### src/rtl/stack_bus_arb_pkg.sv
// Shared types and defaults for the stack-bus upstream arbiter.
// The beat struct below matches the default parameterisation.
package stack_bus_arb_pkg;

  localparam int ARB_NUM_REQ = 4;
  localparam int ARB_DATA_W  = 64;
  localparam int ARB_SRC_W   = 2;

  typedef enum logic {
    ARB_IDLE   = 1'b0,
    ARB_LOCKED = 1'b1
  } arb_state_e;

  typedef struct packed {
    logic                  sop;
    logic                  eop;
    logic [ARB_SRC_W-1:0]  src;
    logic [ARB_DATA_W-1:0] data;
  } up_beat_t;

endpackage

### src/rtl/stack_bus_upstream_arbiter_rr_pick.sv
// Combinational round-robin picker: first set request strictly after ptr,
// wrapping modulo NUM_REQ, found by a double-width masked priority encoder.
module rr_pick #(
  parameter int NUM_REQ = 4,
  parameter int SRC_W   = 2
) (
  input  logic [NUM_REQ-1:0] req,
  input  logic [SRC_W-1:0]   ptr,
  output logic [SRC_W-1:0]   gnt_idx,
  output logic               any
);

  logic [2*NUM_REQ-1:0] req_dbl;
  logic [2*NUM_REQ-1:0] window;

  // The window covers positions ptr+1 .. ptr+NUM_REQ of the doubled vector;
  // scanning downward lets the lowest in-window position win.
  always_comb begin
    req_dbl = {req, req};
    window  = '0;
    gnt_idx = '0;
    for (int i = 0; i < 2*NUM_REQ; i++) begin
      window[i] = (i > int'(ptr)) && (i <= int'(ptr) + NUM_REQ);
    end
    for (int i = 2*NUM_REQ-1; i >= 0; i--) begin
      if (req_dbl[i] && window[i]) begin
        gnt_idx = (i >= NUM_REQ) ? SRC_W'(i - NUM_REQ) : SRC_W'(i);
      end
    end
    any = |req;
  end

endmodule

### src/rtl/stack_bus_upstream_arbiter.sv
// Packet-locked round-robin arbiter sharing one stack-bus upstream lane
// between NUM_REQ PEs, with a single output register stage.
module stack_bus_upstream_arbiter
  import stack_bus_arb_pkg::*;
#(
  parameter int NUM_REQ = ARB_NUM_REQ,
  parameter int DATA_W  = ARB_DATA_W,
  parameter int SRC_W   = ARB_SRC_W
) (
  input  logic                      clk,
  input  logic                      reset_poweron,
  input  logic [NUM_REQ-1:0]        req_valid,
  input  logic [NUM_REQ-1:0]        req_sop,
  input  logic [NUM_REQ-1:0]        req_eop,
  input  logic [NUM_REQ*DATA_W-1:0] req_data,
  output logic [NUM_REQ-1:0]        req_ready,
  output logic                      up_valid,
  output logic                      up_sop,
  output logic                      up_eop,
  output logic [SRC_W-1:0]          up_src,
  output logic [DATA_W-1:0]         up_data,
  input  logic                      up_ready,
  output logic                      lane_busy,
  output logic                      err_proto
);

  typedef struct packed {
    logic              sop;
    logic              eop;
    logic [SRC_W-1:0]  src;
    logic [DATA_W-1:0] data;
  } beat_t;

  arb_state_e       state_q, state_d;
  logic [SRC_W-1:0] owner_q, owner_d;
  logic [SRC_W-1:0] rr_ptr_q, rr_ptr_d;
  logic             first_q, first_d;
  logic             err_q, err_d;
  logic             up_valid_q, up_valid_d;
  beat_t            beat_q, beat_d;

  logic [SRC_W-1:0]  pick_idx;
  logic              pick_any;
  logic              owner_ready;
  logic              owner_valid;
  logic              owner_sop;
  logic              owner_eop;
  logic [DATA_W-1:0] owner_data;

  rr_pick #(
    .NUM_REQ (NUM_REQ),
    .SRC_W   (SRC_W)
  ) u_rr_pick (
    .req     (req_valid),
    .ptr     (rr_ptr_q),
    .gnt_idx (pick_idx),
    .any     (pick_any)
  );

  // The owner may push whenever the output stage is empty or draining this cycle.
  assign owner_ready = ~up_valid_q | up_ready;
  assign owner_valid = req_valid[owner_q];
  assign owner_sop   = req_sop[owner_q];
  assign owner_eop   = req_eop[owner_q];
  assign owner_data  = req_data[int'(owner_q)*DATA_W +: DATA_W];

  always_comb begin
    state_d    = state_q;
    owner_d    = owner_q;
    rr_ptr_d   = rr_ptr_q;
    first_d    = first_q;
    err_d      = err_q;
    up_valid_d = up_valid_q & ~up_ready;
    beat_d     = beat_q;
    req_ready  = '0;
    case (state_q)
      ARB_IDLE: begin
        if (pick_any) begin
          owner_d = pick_idx;
          first_d = 1'b1;
          state_d = ARB_LOCKED;
        end
      end
      ARB_LOCKED: begin
        req_ready[owner_q] = owner_ready;
        if (owner_valid && owner_ready) begin
          up_valid_d = 1'b1;
          beat_d     = '{sop: owner_sop, eop: owner_eop, src: owner_q, data: owner_data};
          first_d    = 1'b0;
          // Malformed framing is flagged but the beat still goes out untouched.
          if ((first_q && !owner_sop) || (!first_q && owner_sop)) begin
            err_d = 1'b1;
          end
          if (owner_eop) begin
            state_d  = ARB_IDLE;
            rr_ptr_d = owner_q;
          end
        end
      end
      default: state_d = ARB_IDLE;
    endcase
  end

  always_ff @(posedge clk or negedge reset_poweron) begin
    if (!reset_poweron) begin
      state_q    <= ARB_IDLE;
      owner_q    <= '0;
      rr_ptr_q   <= SRC_W'(NUM_REQ - 1);
      first_q    <= 1'b0;
      err_q      <= 1'b0;
      up_valid_q <= 1'b0;
      beat_q     <= '0;
    end else begin
      state_q    <= state_d;
      owner_q    <= owner_d;
      rr_ptr_q   <= rr_ptr_d;
      first_q    <= first_d;
      err_q      <= err_d;
      up_valid_q <= up_valid_d;
      beat_q     <= beat_d;
    end
  end

  assign up_valid  = up_valid_q;
  assign up_sop    = beat_q.sop;
  assign up_eop    = beat_q.eop;
  assign up_src    = beat_q.src;
  assign up_data   = beat_q.data;
  assign lane_busy = (state_q == ARB_LOCKED);
  assign err_proto = err_q;

endmodule
### config.mk
export PLATFORM = sky130hd
export DESIGN_NAME = stack_bus_upstream_arbiter
export DESIGN_NICKNAME = d
export VERILOG_FILES = /design/src/rtl/stack_bus_arb_pkg.sv /design/src/rtl/stack_bus_upstream_arbiter_rr_pick.sv /design/src/rtl/stack_bus_upstream_arbiter.sv
export SDC_FILE = /design/constraint.sdc
export NUM_CORES = 1
export LEC_CHECK = 0
export BUFFER_PORTS_ARGS = -buffer_cell sky130_fd_sc_hd__buf_4
export CORE_AREA = 2 2 136 138
export CTS_BUF_LIST = sky130_fd_sc_hd__clkbuf_2 sky130_fd_sc_hd__clkbuf_4 sky130_fd_sc_hd__clkbuf_8
export DETAILED_ROUTE_END_ITERATION = 10
export DIE_AREA = 0 0 138 140
export GPL_TIMING_DRIVEN = 0
export PLACE_DENSITY = 0.6
export SYNTH_ARGS = -nofsm -noshare
export SYNTH_HDL_FRONTEND = slang
export SYNTH_SLANG_ARGS = --single-unit
### constraint.sdc
create_clock -name clk -period 2.23 [get_ports clk]
set_clock_uncertainty 0.05 [all_clocks]
set_input_delay 0.446 -clock clk [delete_from_list [all_inputs] [get_ports clk]]
set_output_delay 0.446 -clock clk [all_outputs]
set_load 0.02 [all_outputs]
# --- Word-level counts from Yosys, hierarchy flattened ---
# Cells that the tools add are included.
classes:
  bitwise_logic: 6
  shifts: 1
  mux: 25
  addsub: 1
  n_lt_le_gt_ge: 12
  eq_ne: 2
  n_reduce_logical: 23
op_table:
  columns: ["op", "count"]
  rows:
  - ["variable part select 256 x 9 -> 64 bit", 1]
  - ["<= comparator 4 x 32 -> 1 bit, first input constant", 4]
  - ["<= comparator 3 x 32 -> 1 bit, first input constant", 2]
  - ["<= comparator 2 x 32 -> 1 bit, first input constant", 1]
  - ["logical AND 1 bit", 14]
  - ["two-way mux 2 bit", 7]
  - ["two-way mux 1 bit", 11]
  - ["binary-select mux 1 bit (select 2 bit)", 3]
  - ["AND reduction 2 bit", 3]
  - ["AND reduction 3 bit", 2]
  - ["adder 2 x 3 -> 4 bit, second input constant", 1]
  - ["AND 4 bit", 1]
  - ["> comparator 2 bit, first input constant", 2]
  - ["two-way mux 4 bit", 1]
  - ["case mux 1 bit (2 select lines)", 2]
  - ["OR reduction 4 bit", 1]
  - ["< comparator 2 x 3 -> 1 bit, second input constant", 1]
  - ["NOT 1 bit", 3]
  - ["demux 1 bit (select 2 bit)", 1]
  - [">= comparator 2 x 1 -> 1 bit, second input constant", 1]
  - ["> comparator 1 x 2 -> 1 bit, first input constant", 1]
  - ["logical NOT 1 bit", 2]
  - ["inequality test 2 x 1 -> 1 bit, second input constant", 1]
  - ["inequality test 2 bit, second input constant", 1]
  - ["3 further kinds", 3]
totals:
  regBits: 76
  in_bits: 271
  elab_cells: 80

# --- Depth between registers and ports, before layout ---
logic_depth:
  word_depth: 10
  ltp_mapped: 6
  mapped_depth_nobuf: 4

# --- Cells and area by module ---
# From an unflattened synthesis, not the netlist that was laid out.
hier_totals:
  hier_cells: 271
  area_unflattened_um2: 4576.9
by_module_without_submodules:
  columns: ["module", "area_per_inst_um2", "n_inst", "cells_per_inst"]
  rows:
  - ["stack_bus_upstream_arbiter", 4490.6, 1, 257]
  - ["rr_pick", 86.3, 1, 14]

# --- Least setup slack after synthesis ---
# No wires, ideal clock.
synth_path:
  path_kind: "reg-to-output"
  from: "register owner_q[0]"
  to: "output req_ready[1]"
  path_buffers: 2
  slack_ps: 403
  stages_incl_launch_ff: 5
  arrival_time_ps: 1331
  cell_sequence: "dfrtp_1 buf_2 buf_2 inv_1 nor3_1"
synth_via:
  elab_chain_len: 6
  elab_cells_between_ends: 7
  classes_between: "order compare (2); mux (3); bitwise (1); reduce/logical (1)"
synth_lines:
  columns: ["element", "line", "source"]
  rows:
  - ["from (decl)", "stack_bus_upstream_arbiter.sv:35", "logic [SRC_W-1:0] owner_q, owner_d;"]
  - ["from (signal assigned)", "stack_bus_upstream_arbiter.sv:115", "owner_q <= owner_d;"]
  - ["< comparator 2 x 3 -> 1 bit (not written as such) / >= comparator 2 x 1 -> 1 bit (equally long branches)", "stack_bus_upstream_arbiter.sv:85", "req_ready[owner_q] = owner_ready;"]
  - ["logical AND 1 bit (not written as such)", "stack_bus_upstream_arbiter.sv:85", null]
  - ["two-way mux 1 bit (not written as such)", "stack_bus_upstream_arbiter.sv:85", null]
  - ["demux 1 bit (select 2 bit) *", "stack_bus_upstream_arbiter.sv:85", null]
  - ["AND 4 bit (no line) *", null, null]
  - ["two-way mux 4 bit *", "stack_bus_upstream_arbiter.sv:76", "case (state_q)"]
  - ["to (decl)", "stack_bus_upstream_arbiter.sv:16", "output logic [NUM_REQ-1:0] req_ready,"]
# Mark *: on every way between the ends. The rest lies on a longest branch, timed or not.

# --- Worst setup path after layout ---
layout_path:
  from: "register owner_q[1]"
  to: "register beat_q (netlist bit up_data[34])"
layout_via:
  elab_chain_len: 4
  elab_cells_between_ends: 5
  classes_between: "shift (1); mux (2); reduce/logical (2)"
layout_lines:
  columns: ["element", "line", "source"]
  rows:
  - ["parallel branches: the longest is 4 deep, another holds variable part select 256 x 9 -> 64 bit", null, null]
  - ["to (signal assigned)", "stack_bus_upstream_arbiter.sv:120", "beat_q <= beat_d;"]
  - ["to (decl)", "stack_bus_upstream_arbiter.sv:40", "beat_t beat_q, beat_d;"]
# Several ways; the timed one is not identified. The select of a mux whose other input is x is not followed.
# A chain may end at the register's enable or synchronous reset.

==> results.toml <==
[outcome]
status = "complete, no violations"

[timing]
fin_crit_ns = 2.089
worst_pin_slew_ns = 0.9797
period_share_pct = 93.67
tns_ns = 0
fmax_mhz = 478.7
rsz0062_at_grt = "false"
hold_viol_final = 0
slew_violations = 0
setup_viol = 0
slew_headroom_pct = 34.69

[logic_synthesis]
ys_seq_area_share_pct = 41.71
syn_area_um2 = 4566
synthTopCellsByCount = "74 x dfrtp_1, 66 x mux2_2, 66 x mux4_2, 11 x nand2_1, 9 x clkbuf_1"
synth_edf_count = 0
synth_nets = 551
synth_top_area_cell = "dfrtp_1"
synth_area_leaders = "dfrtp_1 41%, mux4_2 33%, mux2_2 16%"
syn_avg_cell_area_um2 = 16.31
ys_types = 28
synth-seq-cells = 76
synthFlopType = "dfrtp_1"
synth_most_common_cell = "dfrtp_1"
post-synth-top-area-fraction_pct = 40.56
ys_warn_count = 0
syn_inst = 280
async_flop_share_pct = 100.0

[clocking]
clk-insertion-delay-late_ns = 0.35
cts_buffers = 9
clk_pin_slew_worst_paths_ns = 0.08
root_buffer = "clkbuf_8"
ctsHoldBuffers = 0
cts_max_level = 3
clk_path_buf_depth = 2
cts_tree = "built"
cts.sinks = 76

[route]
drt_iter0_markers = 89
vias = 4077
wl_per_cell_um = 17.69
drtAntennaViolNets = 0
via_per_inst = 4.697
drtPass1Iterations = 4
drc = 0
wl_um = 15360

[power_and_ir_drop]
irDropWorstVdd_v = 0.0006052
finalPower_mw = 9.688
p_leak_nw = 3.572
p_per_area_nw_per_um2 = 1267

[grt]
track_usage_pct = 16.05
busiest_layer = "met2"
antenna_found_initial = 0
overflow = 0
grt_max_degree = 77
use_met2_pct = 30.09
met1_usage_pct = 17.04
grt_use_met3_pct = 5.538
grt_pass1_vias = 4686
grt_first_pass_wirelength_um = 24350

[final_layout]
final_cells = 868
final_util_pct = 43.01
syn_to_final_growth_pct = 67.50
drive_above_1_share_pct = 80.13
diodes = 0
design_area_um2 = 7647
nets = 906

[setup_path]
cp_max_fo = 18
cp-start-kind = "register"
required_ns = 2.42
cp-end-kind = "register"
critical_path_class = "reg2reg"
crit_arrival_ns = 2.28

[die]
core_area_um2 = 17780
fp.dieW_um = 138
die_area_um2 = 19320
core.rowCount = 49
die_h_um = 140
pin_count = 346
start_util_pct = 25.68

[placement]
dp.cells = 854
detailed_place_hpwl_um = 12570
gp_congestion = 0.9399
placed_cell_area_um2 = 7442
port_buffers = 345

[flow_run]
drv_cap = 0

[worst_hold_path]
hold_class = "in2async"
state kept, by name, summed over array words and instances, names as in the netlist, 2 cells and up:
name      cells
rr_ptr_q      2
owner_q       2
up_data      64
up_src        2
cell type report:
class | instances | area (um2)
plain buffers | 24 | 170.2
clock buffers | 11 | 145.1
clock inverters | 4 | 50.05
fillers | 1713 | 10130
inverters | 4 | 15.01
multi-input cells | 175 | 2486
flip-flops and latches | 76 | 1904
well taps | 229 | 286.5
repair buffers | 345 | 2590
cell usage in the layout (no fill, tap or decap), drive strengths merged:
cell	count
nand2b	1
o21bai	1
nand2	11
nor2	3
a31oi	1
mux4	66
nand3	2
buf	361
o21a	1
dfrtp	74
mux2	66
o22ai	1
o31ai	1
bufinv	1
a21oi	2
clkinv	1
o21ai	8
nand4	1
clkbuf	19
mux2i	4
o41a	1
a21boi	1
xor2	1
inv	4
nor3	2
nor4	1
clkinvlp	2
dfstp	2
critical path, cell delays in order (launching register included):
cell	delay, ns
dfrtp_1	0.35
buf_6	0.21
mux4_2	0.59
nand3_4	0.23
buf_6	0.19
mux2_2	0.35
what timing repair did:
item,CTS,global route
resized for setup,2,4
setup endpoints to repair,3,62
setup buffers,0,0
routing by layer:
metal | vias to the layer above | routed length [um]
met5 | - | 0
met4 | 0 | 197
met3 | 11 | 1335
met2 | 218 | 8322
met1 | 2014 | 5503
li1 | 1834 | -
power by group:
group	total [mW]	switching [mW]	internal (mW)	leakage, nW
clock network	1.07	0.519	0.552	0.0948
logic	6.12	2.81	3.31	2.59
registers	2.50	0.372	2.12	0.886
total	9.69	3.70	5.99	3.57
metrics by stage:
step | setup slack [ns] | hold slack, ns
3_3_place_gp | 0.1282 | 0.4139
6_report | 0.1412 | 0.2036
4_1_cts | 0.02177 | 0.2255
5_1_grt | 0.007621 | 0.2688
2_1_floorplan | 0.4027 | 0.1004
3_5_place_dp | 0.1128 | 0.4225
final timing paths:
check | from | to | slack (ns) | cells past startpoint
max in group asynchronous | reset_poweron | up_data[13] | 1.31 | 1
min reg2reg | err_proto | err_proto | 0.43 | 1
max reg2reg | owner_q[1] | up_data[34] | 0.14 | 5
max | owner_q[1] | up_data[34] | 0.14 | 5
min in group clk | req_valid[2] | owner_q[1] | 0.38 | 3
min | reset_poweron | up_data[38] | 0.20 | 1
kinds of logic (layout without fill, tap and decap cells):
logic type / after synthesis / after routing / share of synthesized area, %
AOI/OAI and AO/OA: 17 / 17 / 2.275
DFF: 76 / 76 / 41.71
xor gates and xnor gates: 1 / 1 / 0.1919
and+or+nand+nor: 21 / 21 / 2.275
muxes: 136 / 136 / 49.71
buffers and inverters: 29 / 388 / 3.837
Power figures use the tool's default switching activity.
